## src/rtl/serial_subtractor_pkg.sv

```systemverilog
// Shared types and constants for the bit-serial subtractor.
// State encoding is fixed so waveforms read the same across builds.
package serial_subtractor_pkg;

  localparam int DEFAULT_WIDTH = 8;

  typedef enum logic [1:0] {
    IDLE  = 2'd0,
    SHIFT = 2'd1,
    DONE  = 2'd2
  } state_t;

  // Bit counter never drops below one bit, even for tiny widths.
  function automatic int cnt_width(input int width);
    return (width > 2) ? $clog2(width) : 1;
  endfunction

endpackage

```

## src/rtl/serial_subtractor_if.sv

```systemverilog
// Start/done handshake between a controller (master) and the serial subtractor (slave).
interface serial_subtractor_if
  import serial_subtractor_pkg::*;
#(
  parameter int WIDTH = DEFAULT_WIDTH
);

  logic             start;
  logic [WIDTH-1:0] a;
  logic [WIDTH-1:0] b;
  logic             busy;
  logic             done;
  logic [WIDTH-1:0] diff;
  logic             borrow_out;

  modport master (
    output start, a, b,
    input  busy, done, diff, borrow_out
  );

  modport slave (
    input  start, a, b,
    output busy, done, diff, borrow_out
  );

endinterface

```

## src/rtl/full_sub_cell.sv

```systemverilog
// Combinational full subtractor built from two half subtractors and an OR of their borrows.
module full_sub_cell (
  input  logic x,
  input  logic y,
  input  logic bin,
  output logic d,
  output logic bout
);

  logic d1;
  logic b1;
  logic b2;

  half_sub u_hs_xy (
    .x(x),
    .y(y),
    .d(d1),
    .b(b1)
  );

  // Second stage subtracts the incoming borrow from the partial difference.
  half_sub u_hs_bin (
    .x(d1),
    .y(bin),
    .d(d),
    .b(b2)
  );

  assign bout = b1 | b2;

endmodule

```

## src/rtl/half_sub.sv

```systemverilog
// Combinational half subtractor: d = x - y, b = borrow.
module half_sub (
  input  logic x,
  input  logic y,
  output logic d,
  output logic b
);

  assign d = x ^ y;
  assign b = ~x & y;

endmodule

```

## src/rtl/serial_subtractor.sv

```systemverilog
// Bit-serial a - b, LSB first, one bit per clock through a single full-subtractor cell.
// Results are registered and only change on the completion edge.
module serial_subtractor
  import serial_subtractor_pkg::*;
#(
  parameter int WIDTH = DEFAULT_WIDTH
) (
  input  logic clk,
  input  logic rst,
  serial_subtractor_if.slave bus
);

  localparam int CW = cnt_width(WIDTH);

  state_t           state;
  logic [WIDTH-1:0] ra;
  logic [WIDTH-1:0] rb;
  logic [WIDTH-1:0] rr;
  logic             br;
  logic [CW-1:0]    cnt;

  logic [WIDTH-1:0] diff_r;
  logic             borrow_r;
  logic             busy_r;
  logic             done_r;

  logic             d;
  logic             br_next;
  logic [WIDTH-1:0] rr_next;
  logic             last_bit;

  full_sub_cell u_cell (
    .x(ra[0]),
    .y(rb[0]),
    .bin(br),
    .d(d),
    .bout(br_next)
  );

  assign rr_next  = {d, rr[WIDTH-1:1]};
  assign last_bit = (cnt == CW'(WIDTH - 1));

  // DONE accepts a new start exactly like IDLE so back-to-back operations lose no cycle.
  always_ff @(posedge clk) begin
    if (rst) begin
      state    <= IDLE;
      ra       <= '0;
      rb       <= '0;
      rr       <= '0;
      br       <= 1'b0;
      cnt      <= '0;
      diff_r   <= '0;
      borrow_r <= 1'b0;
      busy_r   <= 1'b0;
      done_r   <= 1'b0;
    end else begin
      case (state)
        IDLE, DONE: begin
          done_r <= 1'b0;
          if (bus.start) begin
            ra     <= bus.a;
            rb     <= bus.b;
            rr     <= '0;
            br     <= 1'b0;
            cnt    <= '0;
            busy_r <= 1'b1;
            state  <= SHIFT;
          end else begin
            state <= IDLE;
          end
        end
        SHIFT: begin
          ra  <= {1'b0, ra[WIDTH-1:1]};
          rb  <= {1'b0, rb[WIDTH-1:1]};
          rr  <= rr_next;
          br  <= br_next;
          cnt <= cnt + 1'b1;
          if (last_bit) begin
            diff_r   <= rr_next;
            borrow_r <= br_next;
            busy_r   <= 1'b0;
            done_r   <= 1'b1;
            state    <= DONE;
          end
        end
        default: begin
          busy_r <= 1'b0;
          done_r <= 1'b0;
          state  <= IDLE;
        end
      endcase
    end
  end

  assign bus.busy       = busy_r;
  assign bus.done       = done_r;
  assign bus.diff       = diff_r;
  assign bus.borrow_out = borrow_r;

endmodule

```

## src/flat_wrapper.sv

```systemverilog
// flat-port wrapper written by rule: the top's interface ports become plain ports
module serial_subtractor_flat import serial_subtractor_pkg::*;
#(
  parameter int WIDTH = DEFAULT_WIDTH
)
  (clk, rst, bus_start, bus_a, bus_b, bus_busy, bus_done, bus_diff, bus_borrow_out);
  serial_subtractor_if #(.WIDTH(WIDTH)) bus_i ();
  input  logic clk;
  input  logic rst;
  input wire logic [$bits(bus_i.start)-1:0] bus_start;
  input wire logic [$bits(bus_i.a)-1:0] bus_a;
  input wire logic [$bits(bus_i.b)-1:0] bus_b;
  output wire logic [$bits(bus_i.busy)-1:0] bus_busy;
  output wire logic [$bits(bus_i.done)-1:0] bus_done;
  output wire logic [$bits(bus_i.diff)-1:0] bus_diff;
  output wire logic [$bits(bus_i.borrow_out)-1:0] bus_borrow_out;
  assign bus_i.start = bus_start;
  assign bus_i.a = bus_a;
  assign bus_i.b = bus_b;
  assign bus_busy = bus_i.busy;
  assign bus_done = bus_i.done;
  assign bus_diff = bus_i.diff;
  assign bus_borrow_out = bus_i.borrow_out;
  serial_subtractor #(.WIDTH(WIDTH)) u_core (.clk(clk), .rst(rst), .bus(bus_i));
endmodule
```

## config.mk

```make
export PLATFORM = sky130hd
export DESIGN_NAME = serial_subtractor_flat
export DESIGN_NICKNAME = d
export VERILOG_FILES = /design/src/rtl/serial_subtractor_pkg.sv /design/src/rtl/serial_subtractor_if.sv /design/src/rtl/full_sub_cell.sv /design/src/rtl/half_sub.sv /design/src/rtl/serial_subtractor.sv /design/src/flat_wrapper.sv
export SDC_FILE = /design/constraint.sdc
export NUM_CORES = 1
export LEC_CHECK = 0
export ABC_AREA = 1
export CAP_MARGIN = 20
export CORE_MARGIN = 3
export CORE_UTILIZATION = 47
export CTS_CLUSTER_SIZE = 30
export DETAILED_ROUTE_END_ITERATION = 8
export PLACE_DENSITY_LB_ADDON = 0.25
export SLEW_MARGIN = 20
export SYNTH_ARGS = -nofsm -noshare
export SYNTH_HDL_FRONTEND = slang
export SYNTH_SLANG_ARGS = --single-unit
```

## constraint.sdc

```tcl
create_clock -name clk -period 1.2 [get_ports clk]
set_clock_uncertainty 0.05 [all_clocks]
set_input_delay 0.24 -clock clk [delete_from_list [all_inputs] [get_ports clk]]
set_output_delay 0.24 -clock clk [all_outputs]
set_load 0.05 [all_outputs]
```

Word-level counts from Yosys, hierarchy flattened
Cells that the tools add are included.
Widths: inputs -> output; s select.
{"block": "totals", "regBits": 41, "input_bits": 19, "output_inout_bits": 11, "word_cells": 47}
{"block": "classes", "n_addsub": 1, "n_eq_ne": 5, "n_mux": 16, "n_bitwise": 8, "n_reduce_logical": 7}
{"cell": "$pmux 8 s2", "n": 3}
{"cell": "$mux 8", "n": 3}
{"cell": "$pmux 3 s2", "n": 1}
{"cell": "$reduce_and 2->1", "n": 3}
{"cell": "$mux 1", "n": 4}
{"cell": "$pmux 1 s2", "n": 2}
{"cell": "$pmux 2 s2", "n": 1}
{"cell": "$reduce_or 2->1", "n": 2}
{"cell": "$add 3x1->3 const B", "n": 1}
{"cell": "$eq 3x3->1 const B", "n": 1}
{"cell": "$mux 3", "n": 1}
{"cell": "$not 1->1", "n": 3}
{"cell": "$and 1x1->1", "n": 2}
{"cell": "$eq 2x1->1 const B", "n": 1}
{"cell": "$eq 2x2->1 const B", "n": 1}
{"cell": "$logic_not 2->1", "n": 1}
{"cell": "$mux 2", "n": 1}
{"cell": "$ne 2x1->1 const B", "n": 1}
{"cell": "$ne 2x2->1 const B", "n": 1}
{"cell": "$reduce_bool 2->1", "n": 1}
{"cell": "$xor 1x1->1", "n": 2}
{"cell": "$or 1x1->1", "n": 1}

Logic depth before layout (Yosys ltp)
Gate-level depths: netlist (run 1).
{"block": "logic_depth", "ltp_word": 5, "ltp_mapped": 8, "depth_no_buf": 7}

By module
Synthesis (run 1) repeated with hierarchy kept, for this count alone.
{"block": "unflattened", "hier_cells": 237, "area_unflattened_um2": 1751.7}
{"module": "serial_subtractor", "n_inst": 1, "cells_per_inst": 228, "area_each_um2": 1700.4, "seq_area_each_um2": 800.8}
{"module": "half_sub", "n_inst": 2, "cells_per_inst": 3, "area_each_um2": 20.0, "seq_area_each_um2": 0.0}
{"module": "full_sub_cell", "n_inst": 1, "cells_per_inst": 3, "area_each_um2": 11.3, "seq_area_each_um2": 0.0}

Worst setup path after synthesis (run 1)
OpenSTA, ideal clock, no wires.
{"block": "synth_timing", "path_kind": "register to register", "start": "register u_core.cnt[0]", "end": "register u_core.diff_r[7], in the netlist u_core.bus.diff[7]", "setup_time_ns": 0.116, "t_arrival_ns": 1.084, "required_time_ns": 1.034, "path_slack_ns": -0.051, "path_stages_with_launch": 8, "n_path_buf": 0, "period_less_slack_ns": 1.251, "cell_sequence": "dfxtp_1 -> ha_1 -> ha_1 -> inv_1 -> nor2_4 -> inv_2 -> nor2_1 -> nor2_1"}
{"block": "synth_via", "elab_chain_len": 2}
{"item": "start: declaration", "line_no": "serial_subtractor.sv:20", "text": "logic [CW-1:0] cnt;"}
{"item": "start signal: assignment", "line_no": "serial_subtractor.sv:77", "text": "cnt <= cnt + 1'b1;"}
{"item": "$eq 3x3->1", "line_no": "serial_subtractor.sv:41", "text": "assign last_bit = (cnt == CW'(WIDTH - 1));"}
{"item": "$reduce_and 2->1 (no line)"}
{"item": "end signal: assignment", "line_no": "serial_subtractor.sv:79", "text": "diff_r <= rr_next;"}
{"item": "end: declaration", "line_no": "serial_subtractor.sv:22", "text": "logic [WIDTH-1:0] diff_r;"}
Every way passes these cells.
A chain may end at the register's enable or synchronous reset.

Worst setup path after layout (run 1)
{"block": "layout_timing", "start": "register u_core.cnt[0]", "end": "register u_core.diff_r[1], in the netlist u_core.bus.diff[1]"}
Same word-level chain as after synthesis.

==> results by group, run 1 <==
Run status
  • Outcome: complete, but fails checks
  • Failing checks: setup timing

STA
  • Final Hold Viols: 0
  • Fin. max-slew vios: 0
  • Final Critical Period: 1.27 ns
  • Worst-Margin Slew: 0.271 ns
  • Final Cycle Share: 1.06
  • Worst Slack Setup Final: -0.0689 ns
  • Max frequency: 788 MHz
  • Relative slew margins: 0.819
  • RSZ-0062 raised after global routing: true
  • Setup TNS: -0.478 ns
  • Setup Viol. Count Final: 10

Critical path
  • Worst EP required: 1.34 ns
  • Critical Path Fanout Max: 9
  • Startpoint Class: flop
  • Arrival @ worst endpoint: 1.41 ns
  • CP Capture Type: flop
  • WS Path Type: reg -> reg

Drt
  • Vias: 1616
  • WL/cell: 12.1 um
  • Vias/cell: 4.85
  • Pre-antenna DRT Iters: 4
  • 1st-iter DRT viols: 96
  • Post-Route WL: 4040 um
  • # DRC: 0
  • DRT antenna net count: 0

CTS
  • H-Tree Depth: 2
  • Post-CTS Hold Fix Bufs: 0
  • Number of buffers created by CTS: 5
  • Root buffer cell: clkbuf_8
  • Worst skew pair latency: 0.29 ns
  • CTS tree: built
  • Worst-path clk slew: 0.08 ns
  • Max Root-Sink Buffers: 2
  • Clk sink count: 40

Placed design
  • Routability Congestion: 0.774
  • Placed cells: 321
  • # port buffers: 29
  • HPWL after detailed placement: 2780 um

Synthesis
  • Mapped Cells: 230
  • Synthesized flop and latch total: 40
  • Synthesized cell area: 1890 sq um
  • Synth Warn #: 0
  • Synth cell types: 24
  • Syn nets: 252
  • Register area share after synthesis: 0.424
  • Avg Inst Size Synth: 8.21 sq um

Final layout
  • Area growth syn-to-layout: 42.8%
  • Non-filler instance count after layout: 333
  • # nets final: 306
  • Layout cells sized above 1: 0.330
  • Layout filler cell count: 280
  • Antenna diodes: 0

Power and ir drop
  • Total Power: 3210 uW
  • Pwr dens: 1190 nW/um^2
  • Leak: 0.00114 uW
  • VDD IR max: 780 uV

Global routing
  • Vias in the first global route: 1494
  • Maximum number of pins on one net before global-route repair: 22
  • GRT Residual Overflow: 0
  • Initial antenna violation count: 0
  • All-layer global routing usage: 0.175
  • First-pass GRT wire length: 6870 um

Hold path
  • Worst min path class: in -> reg

Die
  • Core Region: 3770 sq um
  • Starting Density: 0.501
  • Io pins: 30
  • FP Rows: 22
  • Die width: 69.4 um
  • Die Height: 69.4 um
  • Die ar.: 4820 sq um

Flow run
  • Max-Cap Viols: 0
==> flip-flops by register name (all words and copies together) (netlist names) <==
register and count:
u_core.state 2, u_core.bus.busy 1, u_core.ra 8, u_core.bus.done 1, u_core.rr 7, u_core.bus.borrow_out 1, u_core.bus.diff 8, u_core.cnt 3
u_core.rb 8, u_core.br 1
==> synth_stat cells (all sizes together) <==
cell,count,area [sq um]
nand2,41,203
dfxtp,40,801
nor2,34,143
inv,32,130
nand3,28,185
a21oi,21,139
o21ai,13,65.1
buf,8,100
o211ai,5,37.5
clkbuf,3,31.3
ha,2,25.0
clkinv,1,5.00
fa,1,20.0
nor3,1,5.00
==> power breakdown <==
group / internal [uW] / total (uW) / leakage [uW] / switching [uW]
Combinational: 288 / 581 / 0.000743 / 293
Sequential: 1390 / 1430 / 0.000328 / 40.4
Clock: 734 / 1200 / 0.0000645 / 463
==> cell usage in the layout, fill, tap and decap left out, types with 8 or more instances in the layout <==
cell / count
o21ai_1: 8
nand2_1: 37
nand3_2: 10
buf_12: 14
dfxtp_1: 35
clkdlybuf4s50_1: 17
nor2_1: 29
nand3_1: 18
buf_4: 20
a21oi_2: 11
inv_1: 26
a21oi_1: 10
==> area by class of cell <==
class	instances	area, sq um	area share
Clock inverter	1	30.0	0.0111
Tap cell	48	60.1	0.0223
Clock buffer	7	96.3	0.0357
Timing Repair Buffer	58	681	0.252
Inverter	33	146	0.0543
Multi-Input combinational cell	146	877	0.325
Sequential cell	40	807	0.299
==> what timing repair did <==
action / in CTS / in global routing
buffers inserted: 2 / 2
setup endpoints to repair: 13 / 30
pin swaps: 6 / 7
gates resized for setup: 19 / 19
==> cell families after synthesis <==
logic type      count (synthesis)  share of synthesized area
simple gates                  104                      0.283
buf+inv                        44                      0.141
flops                          40                      0.424
compound gates                 39                      0.128
fa+ha+maj                       3                     0.0238
==> routing by layer <==
layer	global-route usage	wire length (um)	vias to the layer above
met5	0	0	-
met4	0.0651	72	0
met3	0.0478	153	8
met2	0.269	1930	32
met1	0.233	1880	738
li1	-	-	838
==> final timing paths <==
check	from	end	slack, ns	cells past startpoint
hold / removal	bus_start	u_core.state[0]	0.29	3
setup reg to reg	u_core.cnt[0]	u_core.bus.diff[1]	-0.07	7
hold reg to reg	u_core.ra[7]	u_core.ra[7]	0.42	2
setup / recovery	u_core.cnt[0]	u_core.bus.diff[1]	-0.07	7
==> worst max-delay path, cell delays in order, from the launching register on <==
cell,delay [ns]
dfxtp_2,0.36
ha_4,0.14
ha_4,0.14
inv_4,0.04
nor2_4,0.17
inv_4,0.09
nor2_2,0.12
nor2_1,0.06
==> per-stage QoR <==
step	worst slack [ns]	hold WS, ns	util	area [sq um]
3_3_place_gp	-0.260	0.397	0.652	2460
5_1_grt	-0.140	0.311	0.715	2700
4_1_cts	-0.0613	0.419	0.699	2640
2_1_floorplan	0.000510	0.335	-	1900
3_5_place_dp	-0.292	0.408	0.652	2460
6_report	-0.0689	0.290	0.715	2700
Power figures use the tool's default switching activity.
==> run 2, diff against run 1 <==
--- a/config.mk
+++ b/config.mk
@@ -9,7 +9,7 @@
 export CAP_MARGIN = 20
 export CORE_MARGIN = 3
 export CORE_UTILIZATION = 47
-export CTS_CLUSTER_SIZE = 30
+export CTS_CLUSTER_SIZE = 10
 export DETAILED_ROUTE_END_ITERATION = 8
 export PLACE_DENSITY_LB_ADDON = 0.25
 export SLEW_MARGIN = 20
==> results of run 2 <==
Same layout as run 1: the final DEF is identical, and so are final timing and power.
==> run 3, diff against run 2 <==
--- a/config.mk
+++ b/config.mk
@@ -8,9 +8,10 @@
 export ABC_AREA = 1
 export CAP_MARGIN = 20
 export CORE_MARGIN = 3
-export CORE_UTILIZATION = 47
+export CORE_UTILIZATION = 55
 export CTS_CLUSTER_SIZE = 10
 export DETAILED_ROUTE_END_ITERATION = 8
+export HOLD_SLACK_MARGIN = 0.06
 export PLACE_DENSITY_LB_ADDON = 0.25
 export SLEW_MARGIN = 20
 export SYNTH_ARGS = -nofsm -noshare
==> constraint.sdc (replaced) <==
create_clock -name clk -period 1.58 [get_ports clk]
set_clock_uncertainty 0.05 [all_clocks]
set_input_delay 0.316 -clock clk [delete_from_list [all_inputs] [get_ports clk]]
set_output_delay 0.316 -clock clk [all_outputs]
set_load 0.05 [all_outputs]
==> results by group, run 3 (synthesis gave the netlist of run 1 again) <==
Run status
  • Outcome: completed

Critical path
  • WS Path Type: reg -> reg
  • Worst R2R Path Depth: 5
  • Arrival @ worst endpoint: 1.75 ns
  • Worst EP required: 1.82 ns
  • Critical Path Fanout Max: 9
  • CP Capture Type: flop
  • Reg2Reg Setup Slack: 0.07 ns
  • Startpoint Class: flop
  • Worst reg2reg endpoint: u_core.cnt[0]
  • R2R Path Start: u_core.state[0]

STA
  • Final Hold Viols: 0
  • Setup Viol. Count Final: 0
  • Fin. max-slew vios: 0
  • Setup TNS: 0 ns
  • Final Critical Period: 1.51 ns
  • Max frequency: 661 MHz
  • Final Cycle Share: 0.958
  • Worst-Margin Slew: 0.412 ns
  • Worst Slack Setup Final: 0.0669 ns
  • Relative slew margins: 0.725

Final layout
  • # nets final: 291
  • Area growth syn-to-layout: 27.1%
  • Final instance area: 2400 sq um
  • Leading cell types in the layout, fill and taps excluded: dfxtp_1 (40), nand2_1 (38), nor2_1 (32)
  • Commonest non-fill, non-tap cell in the layout: dfxtp_1
  • Antenna diodes: 0
  • Layout cells sized above 1: 0.219

CTS
  • H-Tree Depth: 2
  • Root buffer cell: clkbuf_4
  • Worst-path clk slew: 0.11 ns
  • Number of buffers created by CTS: 5
  • Clk sink count: 40
  • Max Root-Sink Buffers: 2
  • Worst skew pair latency: 0.36 ns
  • CTS tree: built
  • Post-CTS Hold Fix Bufs: 0

Flow run
  • Max-Cap Viols: 0

Power and ir drop
  • Leak: 0.00101 uW
  • VDD IR max: 602 uV
  • Total Power: 2000 uW
  • Pwr dens: 834 nW/um^2

Global routing
  • First-pass GRT wire length: 6480 um
  • GRT Residual Overflow: 0
  • Maximum number of pins on one net before global-route repair: 20
  • Initial antenna violation count: 0
  • Vias in the first global route: 1558
  • All-layer global routing usage: 0.202

Drt
  • Pre-antenna DRT Iters: 4
  • # DRC: 0
  • WL/cell: 12.8 um
  • Met3 routed WL: 217 um
  • Met2 wire length: 1970 um
  • DR top layer: met4
  • DRT antenna net count: 0
  • Vias: 1609
  • 1st-iter DRT viols: 105
  • Vias/cell: 5.12
  • DRT met1 WL: 1710 um
  • Post-Route WL: 4020 um

Die
  • FP Rows: 20
  • Io pins: 30
  • Die Height: 64.6 um
  • Die ar.: 4170 sq um
  • Die width: 64.6 um
  • Core Region: 3150 sq um
  • Starting Density: 0.599

Placed design
  • Dpl cell area: 2300 sq um
  • Dpl ws: 0.0124 ns
  • # port buffers: 29
  • HPWL after detailed placement: 2750 um
  • Routability Congestion: 0.796

Hold path
  • Worst min-delay path startpoint: u_core.rr[1]
  • Worst min path class: reg -> reg
  • Worst hold path depth: 2
  • Hold endpoint: u_core.rr[1]
==> run 3: how the worst max path moves through the flow <==
stage	from	endpoint	slack [ns]	cells past startpoint
2_1_floorplan	u_core.cnt[0]	u_core.bus.diff[7]	0.33	7
3_3_place_gp	bus_start	u_core.rb[0]	0.04	5
3_5_place_dp	bus_start	u_core.rr[6]	0.01	6
4_1_cts	u_core.cnt[0]	u_core.bus.diff[5]	0.06	7
5_1_grt	u_core.cnt[0]	u_core.bus.diff[5]	-0.02	7
6_report	u_core.state[0]	u_core.cnt[0]	0.07	5
==> run 3: stage by stage <==
stage / hold slack, ns / cells / utilization
6_report: 0.420 / 314 / 0.762
5_1_grt: 0.452 / 314 / 0.762
4_1_cts: 0.422 / 310 / 0.748
3_5_place_dp: 0.406 / 302 / 0.730
3_3_place_gp: 0.400 / 302 / 0.730
2_1_floorplan: 0.379 / 230 / -
==> run 3: final cells by class <==
cell class / instances / area [sq um]
inverters: 33 / 135
flip-flops and latches: 40 / 801
well taps: 44 / 55.1
multi-input cells: 147 / 828
fillers: 256 / 752
repair buffers: 42 / 523
clock buffers: 8 / 58.8
==> run 3: layer usage <==
| metal | GRT usage | up-vias |
|---|---|---|
| met1 | 0.230 | 738 |
| met2 | 0.338 | 54 |
| met5 | 0 | - |
| met3 | 0.0433 | 11 |
| met4 | 0.140 | 0 |
| li1 | - | 806 |
==> run 3: critical path: stages, from the launching register on <==
cell	delay, ns
dfxtp_1	0.59
inv_8	0.07
nor2_4	0.20
buf_4	0.21
o21ai_0	0.15
a21oi_1	0.17
==> run 3: what timing repair did <==
action	CTS	global route
resized for setup	0	1
setup endpoints to repair	0	9
setup buffers	0	3
==> run 3: power breakdown <==
| part | total [uW] | internal, uW | switching (uW) |
|---|---|---|---|
| Sequential | 1100 | 1060 | 37.0 |
| Clock | 543 | 220 | 323 |
| Combinational | 366 | 167 | 198 |
| Total | 2000 | 1440 | 559 |
